[src/rtl/mem_lsu_stage_pkg.sv]
// Shared definitions for the MEM/LSU stage and its lane-alignment helper.
// Holds the mem_op encodings, exception codes, FSM state encoding, common
// constants and small op-decoding helpers.
package mem_lsu_stage_pkg;

  // mem_op encodings; any value above MOP_SW behaves as MOP_NONE
  localparam logic [3:0] MOP_NONE = 4'd0;
  localparam logic [3:0] MOP_LB   = 4'd1;
  localparam logic [3:0] MOP_LBU  = 4'd2;
  localparam logic [3:0] MOP_LH   = 4'd3;
  localparam logic [3:0] MOP_LHU  = 4'd4;
  localparam logic [3:0] MOP_LW   = 4'd5;
  localparam logic [3:0] MOP_SB   = 4'd6;
  localparam logic [3:0] MOP_SH   = 4'd7;
  localparam logic [3:0] MOP_SW   = 4'd8;

  typedef enum logic [1:0] {
    EXC_NONE           = 2'd0,
    EXC_LOAD_MISALIGN  = 2'd1,
    EXC_STORE_MISALIGN = 2'd2,
    EXC_BUS_TIMEOUT    = 2'd3
  } excp_code_e;

  // FSM state encoding
  localparam logic [0:0] ST_IDLE = 1'b0;
  localparam logic [0:0] ST_WAIT = 1'b1;

  localparam logic [4:0]  NOP_REG_ADDR = 5'd0;
  localparam logic [31:0] ZERO_WORD    = 32'h0000_0000;

  function automatic logic op_is_load(input logic [3:0] op);
    return (op >= MOP_LB) && (op <= MOP_LW);
  endfunction

  function automatic logic op_is_store(input logic [3:0] op);
    return (op >= MOP_SB) && (op <= MOP_SW);
  endfunction

  // Access width in bytes (0 for a non-memory op)
  function automatic logic [2:0] op_bytes(input logic [3:0] op);
    case (op)
      MOP_LB, MOP_LBU, MOP_SB: return 3'd1;
      MOP_LH, MOP_LHU, MOP_SH: return 3'd2;
      MOP_LW, MOP_SW:          return 3'd4;
      default:                 return 3'd0;
    endcase
  endfunction

endpackage

[src/rtl/lsu_lane_align.sv]
// Combinational byte-lane logic for a big-endian 32-bit data bus.
// Store side: byte enables, lane-replicated write data, misalignment flag.
// Load side: selects the addressed lane from the read word and extends it.
// Ports:
//   st_op/st_addr/sdata   -> be, wdata, misaligned   (request side)
//   ld_op/ld_addr/rdata   -> ld_data                 (response side)
module lsu_lane_align
  import mem_lsu_stage_pkg::*;
(
  input  logic [3:0]  st_op,
  input  logic [1:0]  st_addr,
  input  logic [31:0] sdata,
  output logic [3:0]  be,
  output logic [31:0] wdata,
  output logic        misaligned,
  input  logic [3:0]  ld_op,
  input  logic [1:0]  ld_addr,
  input  logic [31:0] rdata,
  output logic [31:0] ld_data
);

  always_comb begin
    be         = 4'b0000;
    wdata      = ZERO_WORD;
    misaligned = 1'b0;
    case (op_bytes(st_op))
      3'd1: begin
        be    = 4'b1000 >> st_addr;   // bit3 is byte address 00
        wdata = {4{sdata[7:0]}};
      end
      3'd2: begin
        be         = st_addr[1] ? 4'b0011 : 4'b1100;
        wdata      = {2{sdata[15:0]}};
        misaligned = st_addr[0];
      end
      3'd4: begin
        be         = 4'b1111;
        wdata      = sdata;
        misaligned = |st_addr;
      end
      default: ;
    endcase
  end

  logic [7:0]  byte_sel;
  logic [15:0] half_sel;

  always_comb begin
    case (ld_addr)
      2'd0:    byte_sel = rdata[31:24];
      2'd1:    byte_sel = rdata[23:16];
      2'd2:    byte_sel = rdata[15:8];
      default: byte_sel = rdata[7:0];
    endcase
    half_sel = ld_addr[1] ? rdata[15:0] : rdata[31:16];
    case (ld_op)
      MOP_LB:  ld_data = {{24{byte_sel[7]}}, byte_sel};
      MOP_LBU: ld_data = {24'h0, byte_sel};
      MOP_LH:  ld_data = {{16{half_sel[15]}}, half_sel};
      MOP_LHU: ld_data = {16'h0, half_sel};
      default: ld_data = rdata;
    endcase
  end

endmodule

[src/rtl/mem_lsu_stage.sv]
// Pipelined MEM stage: registers EX results into the MEM/WB slot and runs
// load/store accesses to data memory over a req/ack handshake, with lane
// steering, load extension, misalignment exceptions and a bus timeout.
// Ports:
//   clk, rst (async, active low)
//   valid_i/ready_o/flush_i, wd_i/wreg_i/wdata_i, mem_op_i/mem_addr_i/mem_sdata_i : EX/MEM input
//   dm_req_o/dm_we_o/dm_be_o/dm_addr_o/dm_wdata_o, dm_ack_i/dm_rdata_i             : data memory
//   wb_valid_o/wd_o/wreg_o/wdata_o                                                  : MEM/WB output
//   stall_req_o, excp_o/excp_code_o/excp_addr_o                                     : control
module mem_lsu_stage
  import mem_lsu_stage_pkg::*;
#(
  parameter int REG_ADDR_W = 5,
  parameter int ADDR_W     = 32,
  parameter int TIMEOUT    = 255,
  parameter int CNT_W      = 8
) (
  input  logic                  clk,
  input  logic                  rst,
  input  logic                  valid_i,
  output logic                  ready_o,
  input  logic                  flush_i,
  input  logic [REG_ADDR_W-1:0] wd_i,
  input  logic                  wreg_i,
  input  logic [31:0]           wdata_i,
  input  logic [3:0]            mem_op_i,
  input  logic [ADDR_W-1:0]     mem_addr_i,
  input  logic [31:0]           mem_sdata_i,
  output logic                  dm_req_o,
  output logic                  dm_we_o,
  output logic [3:0]            dm_be_o,
  output logic [ADDR_W-1:0]     dm_addr_o,
  output logic [31:0]           dm_wdata_o,
  input  logic                  dm_ack_i,
  input  logic [31:0]           dm_rdata_i,
  output logic                  wb_valid_o,
  output logic [REG_ADDR_W-1:0] wd_o,
  output logic                  wreg_o,
  output logic [31:0]           wdata_o,
  output logic                  stall_req_o,
  output logic                  excp_o,
  output logic [1:0]            excp_code_o,
  output logic [ADDR_W-1:0]     excp_addr_o
);

  logic [0:0]            state;
  logic [CNT_W-1:0]      cnt;
  logic [3:0]            op_lat;
  logic [ADDR_W-1:0]     addr_lat;
  logic [REG_ADDR_W-1:0] wd_lat;
  logic                  wreg_lat;
  logic                  flush_lat;

  logic [3:0]  st_be;
  logic [31:0] st_wdata;
  logic        st_misaligned;
  logic [31:0] ld_data;

  // Request side is fed from the incoming instruction; response side from
  // the op/address latched when the request was issued.
  lsu_lane_align u_lane (
    .st_op      (mem_op_i),
    .st_addr    (mem_addr_i[1:0]),
    .sdata      (mem_sdata_i),
    .be         (st_be),
    .wdata      (st_wdata),
    .misaligned (st_misaligned),
    .ld_op      (op_lat),
    .ld_addr    (addr_lat[1:0]),
    .rdata      (dm_rdata_i),
    .ld_data    (ld_data)
  );

  logic accept;
  logic is_mem;
  logic timeout_hit;

  assign accept      = (state == ST_IDLE) && valid_i && !flush_i;
  assign is_mem      = op_is_load(mem_op_i) || op_is_store(mem_op_i);
  // Counter starts at 0 in the first WAIT cycle, so the request is held
  // for exactly TIMEOUT cycles before it is abandoned.
  assign timeout_hit = (cnt == CNT_W'(TIMEOUT - 1));

  // Gated by rst so every output reads 0 while reset is asserted.
  assign ready_o     = rst && (state == ST_IDLE);
  assign stall_req_o = (state == ST_WAIT) && !dm_ack_i;

  always_ff @(posedge clk or negedge rst) begin
    if (!rst) begin
      state       <= ST_IDLE;
      cnt         <= '0;
      op_lat      <= MOP_NONE;
      addr_lat    <= '0;
      wd_lat      <= '0;
      wreg_lat    <= 1'b0;
      flush_lat   <= 1'b0;
      dm_req_o    <= 1'b0;
      dm_we_o     <= 1'b0;
      dm_be_o     <= 4'b0000;
      dm_addr_o   <= '0;
      dm_wdata_o  <= ZERO_WORD;
      wb_valid_o  <= 1'b0;
      wd_o        <= '0;
      wreg_o      <= 1'b0;
      wdata_o     <= ZERO_WORD;
      excp_o      <= 1'b0;
      excp_code_o <= EXC_NONE;
      excp_addr_o <= '0;
    end else begin
      // WB slot and exception are single-cycle unless refreshed below
      wb_valid_o  <= 1'b0;
      wd_o        <= '0;
      wreg_o      <= 1'b0;
      wdata_o     <= ZERO_WORD;
      excp_o      <= 1'b0;
      excp_code_o <= EXC_NONE;

      if (state == ST_IDLE) begin
        if (accept) begin
          if (!is_mem) begin
            wb_valid_o <= 1'b1;
            wd_o       <= wd_i;
            wreg_o     <= wreg_i;
            wdata_o    <= wdata_i;
          end else if (st_misaligned) begin
            wb_valid_o  <= 1'b1;
            wd_o        <= wd_i;
            excp_o      <= 1'b1;
            excp_code_o <= op_is_load(mem_op_i) ? EXC_LOAD_MISALIGN : EXC_STORE_MISALIGN;
            excp_addr_o <= mem_addr_i;
          end else begin
            dm_req_o   <= 1'b1;
            dm_we_o    <= op_is_store(mem_op_i);
            dm_be_o    <= st_be;
            dm_addr_o  <= {mem_addr_i[ADDR_W-1:2], 2'b00};
            dm_wdata_o <= st_wdata;
            op_lat     <= mem_op_i;
            addr_lat   <= mem_addr_i;
            wd_lat     <= wd_i;
            wreg_lat   <= wreg_i;
            flush_lat  <= 1'b0;
            cnt        <= '0;
            state      <= ST_WAIT;
          end
        end
      end else begin
        cnt <= cnt + 1'b1;
        if (flush_i) flush_lat <= 1'b1;
        // Ack is checked first so it wins over a coincident timeout.
        if (dm_ack_i) begin
          dm_req_o   <= 1'b0;
          state      <= ST_IDLE;
          cnt        <= '0;
          wb_valid_o <= 1'b1;
          wd_o       <= wd_lat;
          if (op_is_load(op_lat)) begin
            // A flush never aborts the bus access, it only kills the write.
            wreg_o  <= wreg_lat && !flush_lat && !flush_i;
            wdata_o <= ld_data;
          end
        end else if (timeout_hit) begin
          dm_req_o    <= 1'b0;
          state       <= ST_IDLE;
          cnt         <= '0;
          wb_valid_o  <= 1'b1;
          wd_o        <= wd_lat;
          excp_o      <= 1'b1;
          excp_code_o <= EXC_BUS_TIMEOUT;
          excp_addr_o <= addr_lat;
        end
      end
    end
  end

endmodule

[config.mk]
export PLATFORM = sky130hd
export DESIGN_NAME = mem_lsu_stage
export DESIGN_NICKNAME = d
export VERILOG_FILES = /design/src/rtl/mem_lsu_stage_pkg.sv /design/src/rtl/lsu_lane_align.sv /design/src/rtl/mem_lsu_stage.sv
export SDC_FILE = /design/constraint.sdc
export NUM_CORES = 1
export LEC_CHECK = 0
export BUFFER_PORTS_ARGS = -buffer_cell sky130_fd_sc_hd__buf_2
export CORE_UTILIZATION = 51
export DETAILED_ROUTE_END_ITERATION = 8
export PLACE_DENSITY = 0.81
export SETUP_SLACK_MARGIN = 0.02
export SLEW_MARGIN = 0
export SYNTH_ARGS = -nofsm -noshare
export SYNTH_HDL_FRONTEND = slang
export SYNTH_SLANG_ARGS = --single-unit
[constraint.sdc]
create_clock -name clk -period 2.55 [get_ports clk]
set_input_delay 0.51 -clock clk [delete_from_list [all_inputs] [get_ports clk]]
set_output_delay 0.51 -clock clk [all_outputs]
set_load 0.01 [all_outputs]
==> impl_table.tex <==
\begin{tabular}{lr}
\hline
Metric & Value \\
\hline
\multicolumn{2}{l}{\textbf{Outcome}} \\
\quad Run status & finished clean \\
\multicolumn{2}{l}{\textbf{Floorplanning}} \\
\quad Die area & 16,800 um\^{}2 \\
\quad Initial core utilization & 52.4\% \\
\quad Num ports & 289 \\
\quad Die H & 130 um \\
\quad Core area & between 15,000 and 20,000 um\^{}2 \\
\quad Number of cell rows & 46 \\
\quad Die width & between 100 and 150 um \\
\multicolumn{2}{l}{\textbf{Power and ir drop}} \\
\quad Leak pwr & $\sim$5.4 nW \\
\quad Peak ir drop on the vdd network & 0.528 mV \\
\quad Cell Pwr Density & 834 nW/um\^{}2 \\
\quad Power consumption & 8.97 mW \\
\multicolumn{2}{l}{\textbf{Critical path}} \\
\quad Worst setup EP type & register \\
\quad Critical path class & in2reg \\
\quad Cell with the largest stage delay on the worst path & sky130\_fd\_sc\_hd\_\_mux2\_2 \\
\quad WP data required & 2860 ps \\
\quad Critical register-to-register path endpoint & cnt[2]\$\_DFFE\_PN0P\_ \\
\quad CP peak stage delay & 360 ps \\
\quad Peak fanout along the critical path & 21 \\
\quad Sort of element at the start of the critical path & primary input \\
\quad Critical path data arrival time & 2600 ps \\
\quad Endpoint of the worst setup timing path & wd\_lat[4]\$\_DFFE\_PN0P\_ \\
\quad Reg2Reg Launch Point & state\$\_DFF\_PN0\_ \\
\quad Slack of the worst reg-to-reg path & 270 ps \\
\quad Crit. Startpoint & mem\_op\_i[1] \\
\quad Register-to-Register Path Depth & 6 \\
\quad Cell chain of the critical path & buf\_2 -> clkinvlp\_4 -> ha\_4 -> and3b\_1 -> o31a\_1 -> buf\_4 -> nor2\_1 -> a21o\_2 -> buf\_12 -> mux2\_2 \\
\multicolumn{2}{l}{\textbf{Synth}} \\
\quad Number of instances in the synthesized netlist & 685 \\
\quad Library cell with the largest summed area after synthesis & sky130\_fd\_sc\_hd\_\_dfrtp\_1 \\
\quad Yosys warning count & 0 \\
\quad Sequential area share after synthesis & 49.3\% \\
\quad Netlist cell types & 60 \\
\quad Number of synthesized flops with an enable pin & 0 \\
\quad Fraction of synthesis flops using an asynchronous set or reset pin & 100\% \\
\quad Synthesis-stage register bit count & 164 \\
\quad Synthesized area per cell & $\sim$12 um\^{}2 \\
\quad Fraction of synthesized cell area taken by the top area cell type & 49.3\% \\
\quad Leading cell type by number of instances after synthesis & sky130\_fd\_sc\_hd\_\_dfrtp\_1 \\
\quad Flip-flop cell with the highest count after synthesis & sky130\_fd\_sc\_hd\_\_dfrtp\_1 \\
\quad Largest cells by area after synthesis & sky130\_fd\_sc\_hd\_\_dfrtp\_1 49\%, sky130\_fd\_sc\_hd\_\_mux2\_2 11\%, sky130\_fd\_sc\_hd\_\_mux2\_4 5.2\% \\
\quad Post-synth design cell area & roughly 8300 um\^{}2 \\
\quad Post-synth top cells & 164 x sky130\_fd\_sc\_hd\_\_dfrtp\_1, 84 x sky130\_fd\_sc\_hd\_\_mux2\_2, 42 x sky130\_fd\_sc\_hd\_\_nand2\_1, 34 x sky130\_fd\_sc\_hd\_\_buf\_4, 29 x sky130\_fd\_sc\_hd\_\_mux2\_4 \\
\multicolumn{2}{l}{\textbf{Place}} \\
\quad Final weighted congestion of routability-driven global placement & 0.833 \\
\quad Cell Area, Placed & 10,200 um\^{}2 \\
\quad IO Port Bufs & approximately 290 \\
\quad Placed Instances & 1,171 \\
\quad Detailed Place HPWL & 16,300 um \\
\multicolumn{2}{l}{\textbf{Clock tree}} \\
\quad CTS sink cnt & 164 \\
\quad \# Post-CTS Setup Buffers & 0 \\
\quad CTS Root Buffer Type & sky130\_fd\_sc\_hd\_\_clkbuf\_16 \\
\quad Total clock buffers created by CTS & 17 \\
\quad Clock latency on the worst-skew pair & approximately 430 ps \\
\quad Number of buffers on the longest clock path & 2 \\
\quad Clock H-tree levels & 4 \\
\quad CTS tree & yes \\
\quad Number of gates resized after CTS & 0 \\
\quad Post-CTS clock slew at the launch and capture registers of the worst setup and hold paths & 70 ps \\
\quad Number of hold buffers added after CTS & 0 \\
\multicolumn{2}{l}{\textbf{Finish}} \\
\quad Area grow syn2layout & 29.4\% \\
\quad Layout Nets & 1,124 \\
\quad Reg area & 4100 um\^{}2 \\
\quad Post-route insts no fill & 1,206 \\
\quad Share of final-layout standard cells stronger than drive strength 1 & 51.9\% \\
\quad Area used by multi-input combinational logic & between 3000 and 4000 um\^{}2 \\
\quad Finished Cell Area & 10,800 um\^{}2 \\
\quad Fillers & 1,191 \\
\multicolumn{2}{l}{\textbf{STA}} \\
\quad Max-slew headroom & 18.3\% \\
\quad Period utilisation layout & 89.6\% \\
\quad Final count of hold timing violations & 0 \\
\quad Transition time of the tightest slew-check pin & 1220 ps \\
\quad Number of setup violations in the final report & 0 \\
\quad Highest clock frequency the design can meet & 0.437 GHz \\
\quad Unrepaired setup endpoints after global routing & no \\
\quad Post-Route Hold Slack & 172 ps \\
\quad Min Tclk post-route & 2290 ps \\
\quad Post-route setup TNS & 0 ps \\
\quad Final Max Tran Viols & 0 \\
\quad Worst Skew & between 6 and 7 ps \\
\multicolumn{2}{l}{\textbf{Detailed routing}} \\
\quad Drt first-iter violations & 440 \\
\quad Wire length per cell after detailed routing & 18.7 um \\
\quad Via count & approximately 6,700 \\
\quad Total length of routed wires & between 20,000 and 25,000 um \\
\quad Number of routed nets with antenna violations & 0 \\
\quad Vias per std cell & 5.60 \\
\quad Number of remaining DRC errors & 0 \\
\quad Number of search-and-repair iterations in the first detailed-routing pass & 5 \\
\multicolumn{2}{l}{\textbf{Global route}} \\
\quad Number of antenna violations at the first check in global routing & 3 \\
\quad Via count of the first global-routing pass & 6,720 \\
\quad Total routing usage reported by global routing & 27.1\% \\
\quad Total global routing overflow & 0 \\
\quad First-pass GRT wire length & 34,500 um \\
\quad Largest net degree at the start of global routing & between 150 and 200 \\
\multicolumn{2}{l}{\textbf{Hold path}} \\
\quad Class of the tightest hold or removal check & in2async \\
\multicolumn{2}{l}{\textbf{Flow run}} \\
\quad Total of max-cap violations & 0 \\
\hline
\end{tabular}
## per-stage QoR
| step | setup slack, ps | utilization, % |
|---|---|---|
| 2_1_floorplan | 8.17 | - |
| 3_3_place_gp | -138 | 64.0 |
| 3_5_place_dp | -165 | 64.0 |
| 4_1_cts | 276 | 67.7 |
| 5_1_grt | 46.5 | 67.7 |
| 6_report | 264 | 67.7 |
## per-layer routing
layer	routed length [um]	GRT usage (%)
met1	8620	31.4
met2	11700	48.2
met3	1720	7.30
met4	452	9.64
met5	13	0
## kinds of logic after synthesis
| logic type | after synthesis | share of synthesized area, % |
|---|---|---|
| flops | 164 | 49.3 |
| xor+xnor | 3 | 0.316 |
| other cells | 1 | 0.0451 |
| compound gates | 155 | 14.9 |
| fa+ha+maj | 7 | 1.05 |
| simple gates | 115 | 6.76 |
| buf+inv | 100 | 6.51 |
| mux | 140 | 21.1 |
## worst min path at each step
stage	cells past startpoint	to	slack [ps]
after floorplan	0	addr_lat[0]$_DFFE_PN0P_	210
after global placement	1	dm_be_o[3]$_DFFE_PN0P_	470
after detailed placement	1	dm_be_o[3]$_DFFE_PN0P_	480
after CTS	3	wdata_o[15]$_DFF_PN0_	250
after global routing	2	addr_lat[24]$_DFFE_PN0P_	270
final	2	addr_lat[12]$_DFFE_PN0P_	170
## critical path, delay by kind of cell
| family | cells | cell delay [ps] |
|---|---|---|
| adder cells (fa/ha/maj) | 1 | 250 |
| buffers and inverters | 4 | 590 |
| AND/OR/NAND/NOR | 2 | 310 |
| multiplexers | 1 | 360 |
| AO/OA/AOI/OAI | 2 | 550 |
## layout make-up
cell class,count,share of cell area (%)
flip-flops and latches,164,38.1
multi-input cells,422,34.5
repair buffers,340,18.3
clock buffers,19,4.12
well taps,216,2.51
clock inverters,13,1.33
inverters,29,1.05
diodes,3,0.0698
## placed cells by master (no fill, tap or decap), types with 6 or more instances in the layout
cell type                   instances
sky130_fd_sc_hd__buf_4             44
sky130_fd_sc_hd__buf_2            285
sky130_fd_sc_hd__a22oi_1           16
sky130_fd_sc_hd__mux2_4            29
sky130_fd_sc_hd__o21ai_0           24
sky130_fd_sc_hd__mux4_2             8
sky130_fd_sc_hd__dfrtp_1          164
sky130_fd_sc_hd__nand2b_1          11
sky130_fd_sc_hd__nand3_1            6
sky130_fd_sc_hd__nor2_1            27
sky130_fd_sc_hd__mux2_2            84
sky130_fd_sc_hd__a32o_1             8
sky130_fd_sc_hd__clkbuf_16         17
sky130_fd_sc_hd__a21oi_1           10
sky130_fd_sc_hd__a32oi_1            8
sky130_fd_sc_hd__nand2_1           42
sky130_fd_sc_hd__a221o_1           18
sky130_fd_sc_hd__buf_12            10
sky130_fd_sc_hd__o2bb2ai_1          8
sky130_fd_sc_hd__inv_1             27
sky130_fd_sc_hd__o221ai_1          17
sky130_fd_sc_hd__mux2i_1           19
sky130_fd_sc_hd__a22o_1            15
## flip-flops by register name (all words and copies together) (netlist names), 2 cells and up
| name | flops |
|---|---|
| excp_code_o | 2 |
| cnt | 8 |
| wd_o | 5 |
| op_lat | 4 |
| excp_addr_o | 32 |
| wd_lat | 5 |
| addr_lat | 32 |
| dm_wdata_o | 32 |
| wdata_o | 32 |
| dm_be_o | 4 |
## power by group
group | switching (mW) | internal [mW]
sequential | 0.431 | 3.23
clock | 1.15 | 1.41
combinational | 1.35 | 1.39
total | 2.94 | 6.03
Power figures use the tool's default switching activity.
